<file path="src/rtl/keypad_scan_debounce.sv">
// keypad_scan_debounce
//   Drives the columns of a 4x4 keypad, synchronises and debounces the row
//   returns, and resolves one key press into a 4-bit hex code presented on a
//   single-entry valid/ready buffer.
//
// Ports:
//   clk        system clock
//   reset      asynchronous, active-high reset
//   row_in     raw keypad rows (active-high, asynchronous to clk)
//   col_out    one-hot column drive (always 1 << col_sel)
//   col_sel    binary index of the driven column
//   key_code   resolved key: col_sel*4 + row index
//   key_valid  key_code holds an unconsumed key
//   key_ready  consumer accepts key_code when high together with key_valid
//   key_held   a debounced key is currently down
//   overrun    sticky: a committed key was dropped because the buffer was full
module keypad_scan_debounce #(
  parameter logic [15:0] SCAN_DIV     = 16'd1000,
  parameter logic [7:0]  DEBOUNCE_CNT = 8'd20
) (
  input  logic       clk,
  input  logic       reset,
  input  logic [3:0] row_in,
  output logic [3:0] col_out,
  output logic [1:0] col_sel,
  output logic [3:0] key_code,
  output logic       key_valid,
  input  logic       key_ready,
  output logic       key_held,
  output logic       overrun
);

  typedef enum logic [1:0] {
    SCAN     = 2'd0,
    PRESS_DB = 2'd1,
    HELD     = 2'd2
  } state_t;

  state_t      r_state;
  logic [3:0]  r_sync1;
  logic [3:0]  r_sync2;
  logic [15:0] r_div;
  logic [1:0]  r_col;
  logic [1:0]  r_row;
  logic [7:0]  r_cnt;
  logic [3:0]  r_code;
  logic        r_valid;
  logic        r_held;
  logic        r_ovr;

  logic        w_sample;
  logic        w_row_hit;
  logic [7:0]  w_cnt_inc;
  logic        w_cnt_done;
  logic        w_commit;

  // Lowest set row wins when several rows are active at detection time.
  function automatic logic [1:0] f_lowest(input logic [3:0] v);
    if (v[0])      return 2'd0;
    else if (v[1]) return 2'd1;
    else if (v[2]) return 2'd2;
    else           return 2'd3;
  endfunction

  assign w_sample   = (r_div == SCAN_DIV - 16'd1);
  assign w_row_hit  = r_sync2[r_row];
  assign w_cnt_inc  = r_cnt + 8'd1;
  assign w_cnt_done = (w_cnt_inc == DEBOUNCE_CNT);
  // The press is confirmed on the sample that brings the count to DEBOUNCE_CNT.
  assign w_commit   = (r_state == PRESS_DB) && w_sample && w_row_hit && w_cnt_done;

  assign col_out   = 4'b0001 << r_col;
  assign col_sel   = r_col;
  assign key_code  = r_code;
  assign key_valid = r_valid;
  assign key_held  = r_held;
  assign overrun   = r_ovr;

  // Two-flop synchroniser for the asynchronous row returns.
  always_ff @(posedge clk or posedge reset) begin
    if (reset) begin
      r_sync1 <= 4'd0;
      r_sync2 <= 4'd0;
    end else begin
      r_sync1 <= row_in;
      r_sync2 <= r_sync1;
    end
  end

  // Free-running scan divider; runs in every state.
  always_ff @(posedge clk or posedge reset) begin
    if (reset) begin
      r_div <= 16'd0;
    end else if (w_sample) begin
      r_div <= 16'd0;
    end else begin
      r_div <= r_div + 16'd1;
    end
  end

  always_ff @(posedge clk or posedge reset) begin
    if (reset) begin
      r_state <= SCAN;
      r_col   <= 2'd0;
      r_row   <= 2'd0;
      r_cnt   <= 8'd0;
      r_code  <= 4'd0;
      r_valid <= 1'b0;
      r_held  <= 1'b0;
      r_ovr   <= 1'b0;
    end else begin
      // Output buffer: a commit may coincide with a transfer, in which case
      // the new key replaces the one being taken.
      if (w_commit) begin
        if (!r_valid || key_ready) begin
          r_code  <= {r_col, r_row};
          r_valid <= 1'b1;
        end else begin
          r_ovr <= 1'b1;
        end
      end else if (r_valid && key_ready) begin
        r_valid <= 1'b0;
      end

      if (w_sample) begin
        case (r_state)
          SCAN: begin
            if (r_sync2 == 4'd0) begin
              r_col <= r_col + 2'd1;
            end else begin
              r_row   <= f_lowest(r_sync2);
              r_cnt   <= 8'd0;
              r_state <= PRESS_DB;
            end
          end
          PRESS_DB: begin
            if (w_row_hit) begin
              if (w_cnt_done) begin
                r_state <= HELD;
                r_held  <= 1'b1;
                r_cnt   <= 8'd0;
              end else begin
                r_cnt <= w_cnt_inc;
              end
            end else begin
              // Bounce: abandon the press and move on to the next column.
              r_state <= SCAN;
              r_col   <= r_col + 2'd1;
            end
          end
          HELD: begin
            // Release needs DEBOUNCE_CNT consecutive clean samples.
            if (!w_row_hit) begin
              if (w_cnt_done) begin
                r_state <= SCAN;
                r_held  <= 1'b0;
                r_col   <= r_col + 2'd1;
                r_cnt   <= 8'd0;
              end else begin
                r_cnt <= w_cnt_inc;
              end
            end else begin
              r_cnt <= 8'd0;
            end
          end
          default: r_state <= SCAN;
        endcase
      end
    end
  end

endmodule

</file>
<file path="config.mk">
export PLATFORM = sky130hd
export DESIGN_NAME = keypad_scan_debounce
export DESIGN_NICKNAME = d
export VERILOG_FILES = /design/src/rtl/keypad_scan_debounce.sv
export SDC_FILE = /design/constraint.sdc
export NUM_CORES = 1
export LEC_CHECK = 0
export CORE_ASPECT_RATIO = 1.4
export CORE_MARGIN = 3
export CORE_UTILIZATION = 25
export CTS_CLUSTER_DIAMETER = 30
export DETAILED_ROUTE_END_ITERATION = 16
export GPL_TIMING_DRIVEN = 0
export HOLD_SLACK_MARGIN = 0.06
export PLACE_DENSITY = 0.39
export SYNTH_ARGS = -nofsm -noshare
export SYNTH_HDL_FRONTEND = slang
export SYNTH_SLANG_ARGS = --single-unit
</file>
<file path="constraint.sdc">
create_clock -name clk -period 3.7 [get_ports clk]
set_input_delay 1.11 -clock clk [delete_from_list [all_inputs] [get_ports clk]]
set_output_delay 1.11 -clock clk [all_outputs]
set_load 0.01 [all_outputs]
</file>
==> qor.yml, run 1 <==
setup_violations: 0
drc: 0
cp_max_fo: 5
maxSlewHeadroom_pct: 42.61
drt-total-wl_um: 4272
clock_latency_ns: 0.28
hold_path_depth: 0
cpPeakStageDelay_ns: 0.53
ctsRootBufferMaster: "clkbuf_16"
initial_core_util_pct: 26.24
ys_seq_area_share_pct: 51.72
drv_cap: 0
critPathKind: "reg2out"
whs_ns: 0.3477
worstHoldStart: "r_sync1[1]"
use_met1_pct: 11.31
vias: 1480
grt_usage_pct: 9.619
busiest_layer: "met2"
r2r_start: "r_div[11]"
routedWlPerCell_um: 13.06
post_route_cells_drive_above_1_share_pct: 9.333
synth_flop_cell: "dfrtp_1"
hpwl_um: 3122
arrival_ns: 1.51
die_width_um: 84.87
fin_crit_ns: 2.619
n_antenna_cell: 0
async_flop_share_pct: 100.0
grt-ovfl-total: 0
dp_cells: 319
hold_viol: 0
postCtsSetupBuffers: 0
row_count: 39
numClockSinks: 45
area_growth_pct: 23.39
htreeDepth: 2
synth_cell_types: 43
crit_start: "col_sel[0]"
path_cells: "inv_1, ha_1, clkdlybuf4s50_1"
syn_area_per_cell_sq_um: 11.05
fillCellCount: 856
ys_warn_count: 0
worst_pin_slew_ns: 0.8609
via_per_inst: 4.526
setup_ws_ns: 1.081
drt_iter0_drc: 49
cts_buffers: 5
post_cts_resize_count: 0
cp_data_required_time_ns: 2.59
yosysTopAreaCellShare_pct: 51.72
r2r_cells: 5
die_y_um: 116.4
syn_area_sq_um: 2177
start_kind: "register"
worst_path_max_delay_cell: "clkdlybuf4s50_1"
stdcell_count: 327
hold_buffers: 0
fin_crit_sh_pct: 70.77
die_area_sq_um: 9880
r2r_slack_ns: 1.13
fmax_mhz: 381.9
dp_slack_ns: 1.097
grt_first_pass_wirelength_um: 7541
path_clk_slew_ns: 0.06
grt_max_degree: 36
post-synth-top-area-cell: "dfrtp_1"
syn_inst: 197
hold_class: "reg2reg"
synthTopCellsByCount: "dfrtp_1 (45), nor2_1 (23), nand2_1 (14)"
max-vdd-ir-drop_uv: 152.3
grt_pass1_vias: 1570
leakage_nw: 1.177
ant_nets: 0
portBuffers: 19
gp_congestion: 0.7108
status: "finished, final reports clean"
cts.path.max_buffers: 2
rsz0062_at_grt: "false"
antenna_found_initial: 0
use_met3_pct: 1.976
syn_nets: 214
synth.most_common_cell: "dfrtp_1"
maxSlewViolCount: 0
synth-seq-cells: 45
boundaryPins: 20
cp-end-kind: "output port"
utilization_pct: 32.38
synth_edf_count: 0
finalSetupTns_ns: 0
drt_pre_antenna_iters: 4
fin_skew_ns: 0.006413
core_area_sq_um: 8295
met2_usage_pct: 16.99
fin_nets: 241
ys_top_cells_by_area: "dfrtp_1 (52%), ha_1 (5.7%), nor2_1 (4.0%), xor2_1 (3.6%), mux2_2 (3.1%)"
powerDensity_nw_per_um2: 382.6
cts_tree: "done"
## where the power goes
| group | switching [mW] | leakage (nW) | total (mW) | internal [mW] |
|---|---|---|---|---|
| Combinational | 0.0130 | 0.501 | 0.0228 | 0.00980 |
| Clock | 0.186 | 0.0800 | 0.506 | 0.319 |
| Sequential | 0.00285 | 0.596 | 0.499 | 0.496 |
| Total | 0.202 | 1.18 | 1.03 | 0.826 |
## per-layer routing
| metal | up-vias | wire length (um) |
|---|---|---|
| met5 | - | 0 |
| met4 | 0 | 42 |
| met3 | 2 | 104 |
| met2 | 17 | 2249 |
| met1 | 710 | 1875 |
| li1 | 751 | - |
## kinds of logic (layout without fill, tap and decap cells)
logic type,after synthesis,in the layout,share of synthesized area (%)
AND/OR/NAND/NOR,77,77,19.31
XOR/XNOR,15,15,6.035
adder cells (fa/ha/maj),10,10,5.747
multiplexers,9,9,5.057
AO/OA/AOI/OAI,31,31,10.35
flip-flops,45,45,51.72
buffers and inverters,10,38,1.781
## registers in the layout, indices dropped and copies added, names as in the netlist
name	flops
key_valid	1
col_sel	2
r_div	16
r_sync2	4
key_held	1
r_state	2
r_row	2
r_cnt	8
r_sync1	4
key_code	4
overrun	1
## worst paths after layout
check                         endpoint
min in group asynchronous     r_div[1]
max in group asynchronous    r_div[12]
min reg2reg                 r_sync2[1]
max reg2reg                key_code[0]
max                         col_out[0]
min                         r_sync2[1]
## area by class of cell
class                   instances  area, sq um  area share (%)
plain buffers                   2        8.758          0.3260
repair buffers                 20        210.2           7.825
well taps                     102        127.6           4.751
clock buffers                   5        125.1           4.658
clock inverters                 3        46.29           1.723
flip-flops and latches         45         1126           41.92
multi-input cells             142         1012           37.68
inverters                       8        30.03           1.118
## placed cells by master, fill, tap and decap left out, types with 3 or more instances in the layout
master | Yosys | layout
and3_1 | 4 | 4
o21ai_0 | 8 | 8
a22o_1 | 7 | 7
a21o_1 | 3 | 3
clkdlybuf4s50_1 | 0 | 19
mux2_2 | 6 | 6
inv_1 | 8 | 7
nand2b_1 | 5 | 5
xor2_1 | 9 | 9
nand3_1 | 11 | 11
xnor2_1 | 6 | 6
dfrtp_1 | 45 | 45
nor2_1 | 23 | 23
clkbuf_16 | 0 | 5
ha_1 | 10 | 10
o21bai_1 | 3 | 3
nand2_1 | 14 | 14
## critical path: cells and delay by family, from the launching register on
family / cells / cell delay [ns]
buffers and inverters: 2 / 0.66
DFF: 1 / 0.42
adders and majority gates: 1 / 0.16
## stage by stage
stage          total power, mW  area, sq um
4_1_cts                  1.051         2686
3_3_place_gp            0.5297         2495
2_1_floorplan           0.5186         2177
3_5_place_dp            0.5329         2515
6_report                 1.028         2686
5_1_grt                  1.075         2686
Note: power is estimated with default switching activity, not from simulation.
==> run 2, diff against run 1 <==
PLACE_DENSITY = 0.41   (was 0.39)
clock period = 2.4 ns   (was 3.7 ns; I/O delays follow)
==> run 2 against run 1 <==
  * Combinational power up 63%
  * Power up 44%
  * Hold slack hardly changed
  * Critical path type is now reg2reg
  * Setup slack worse by 0.97 ns
  * Sequential power rose by 54%
  * Highest routed layer unchanged
  * Clock-buffer cell count is 1 higher
  * Die area stayed put
  * Largest power group is now sequential cells
  * Critical path depth up 2
  * Cell area increased by 1.9%
  * Core utilization is 0.60 points higher
==> qor.yml, run 2 (synthesis results as in run 1) <==
leakage_nw: 1.205  # +2.4%
clock_latency_ns: 0.28  # about the same
cp_max_fo: 5  # unchanged
worst_pin_slew_ns: 0.5386  # -0.3223 ns
cts_buffers: 5  # unchanged
path_clk_slew_ns: 0.07  # about the same
cts.path.max_buffers: 2  # unchanged
worstHoldStart: "r_sync1[3]"
final_cell_mix: "dfrtp_1 (44), nor2_1 (23), clkdlybuf4s50_1 (19), nand2_1 (14), nand3_1 (11)"
dp_cells: 319  # unchanged
hpwl_um: 3093  # -0.92%
antenna_found_initial: 0  # unchanged
cpPeakStageDelay_ns: 0.55  # +0.02 ns
largest_reg_flops: 16  # unchanged
setup_ws_ns: 0.1113  # -0.9701 ns
max-vdd-ir-drop_uv: 315.0  # +110%
die_y_um: 116.4  # unchanged
core_area_sq_um: 8295  # unchanged
hold_viol: 0  # unchanged
start_kind: "register"
boundaryPins: 20  # unchanged
grt_max_degree: 26  # -28%
r2r_start: "r_row[0]"
fin_crit_ns: 2.289
fin_nets: 248  # +2.9%
critPathKind: "reg2reg"
vias: 1532  # +3.5%
maxSlewViolCount: 0  # unchanged
cp_data_required_time_ns: 2.57  # -0.02 ns
worstSetupEndpoint: "col_sel[1]"
path_cells: "mux4_2, or4_4, o21ai_0, and3_1, mux2_2"
drt_pre_antenna_iters: 4  # unchanged
hold_class: "reg2reg"
r2r_slack_ns: 0.11  # -1.02 ns
n_antenna_cell: 0  # unchanged
drv_cap: 0  # unchanged
rsz0062_at_grt: "false"
fin_skew_ns: 0.007280  # +0.0008669 ns
whs_ns: 0.3482  # +0.0004460 ns
cp-end-kind: "register"
die_width_um: 84.87  # unchanged
grt_pass1_vias: 1616  # +2.9%
stdcell_count: 334  # +2.1%
fmax_mhz: 436.9
grt-ovfl-total: 0  # unchanged
drc: 0  # unchanged
finalSetupTns_ns: 0  # unchanged
area_growth_pct: 25.69
powerDensity_nw_per_um2: 541.3  # +41%
maxSlewHeadroom_pct: 63.76  # +21 points
timing.rr.end: "col_sel[1]"
gp_congestion: 0.7157  # +0.69%
crit_start: "r_row[0]"
post_route_cells_drive_above_1_share_pct: 14.22  # +4.9 points
r2r_cells: 5  # unchanged
die_area_sq_um: 9880  # unchanged
cts_tree: "done"
status: "finished, final reports clean"
layout_commonest_cell: "dfrtp_1"
placed_cell_area_sq_um: 2515  # unchanged
utilization_pct: 32.99  # +0.60 points
fin_crit_sh_pct: 95.36
row_count: 39  # unchanged
via_per_inst: 4.587  # +1.3%
p_total_mw: 1.481  # +44%
hold_buffers: 0  # unchanged
dp_slack_ns: -0.1992  # -1.296 ns
portBuffers: 19  # unchanged
grt_usage_pct: 9.714  # +0.095 points
numClockSinks: 45  # unchanged
drt_iter0_drc: 44  # -10%
grt_first_pass_wirelength_um: 7638  # +1.3%
arrival_ns: 2.46  # +0.95 ns
initial_core_util_pct: 26.24  # unchanged
reg_top3: "r_div x16, r_cnt x8"
htreeDepth: 2  # unchanged
ctsRootBufferMaster: "clkbuf_16"
final_area_sq_um: 2736  # +1.9%
setup_violations: 0  # unchanged
routedWlPerCell_um: 13.28  # +1.7%
worst_path_max_delay_cell: "mux4_2"
largest_register: "r_div"
ant_nets: 0  # unchanged
drt-total-wl_um: 4437  # +3.9%
run 2: layout make-up:
class | count | area [sq um]
flip-flops and latches | 45 | 1127
inverters | 8 | 30.03
plain buffers | 2 | 10.01
fillers | 867 | 5559
well taps | 102 | 127.6
multi-input cells | 142 | 1035
repair buffers | 27 | 262.8
clock buffers | 6 | 128.9
clock inverters | 2 | 15.01
run 2: power breakdown:
group          internal, mW  switching, mW
Sequential            0.765        0.00419
Clock                 0.386          0.288
Combinational        0.0161         0.0211
Total                  1.17          0.314
run 2: layer usage:
layer | track usage [%] | vias to the layer above | wire (um)
met5 | 0 | - | 0
met2 | 16.26 | 26 | 2129
met4 | 4.857 | 0 | 125
met3 | 1.976 | 10 | 130
li1 | - | 763 | -
met1 | 11.90 | 733 | 2051
run 2: worst min-delay path by stage:
stage                             to  cells past startpoint
after global placement    r_sync2[0]                      0
after global routing      r_sync2[0]                      0
after CTS                 r_sync2[3]                      0
final                     r_sync2[3]                      0
after floorplan           r_sync2[0]                      0
after detailed placement  r_sync2[3]                      0
run 2: worst max-delay path: cells and delay by family, from the launching register on:
| kind | cells | cell delay (ns) |
|---|---|---|
| AND/OR/NAND/NOR | 2 | 0.77 |
| flip-flops | 1 | 0.42 |
| AO/OA/AOI/OAI | 1 | 0.08 |
| multiplexers | 2 | 0.89 |
run 2: what timing repair did:
| action | in CTS | in global routing |
|---|---|---|
| pin swaps | 3 | 0 |
| setup endpoints to repair | 12 | 8 |
| gates resized for setup | 2 | 7 |
| setup buffers | 6 | 1 |
==> run 3, diff against run 2 <==
SKIP_LAST_GASP = 1   (was default)
==> results of run 3 <==
The final DEF is identical to that of run 2; final timing and power are the same.
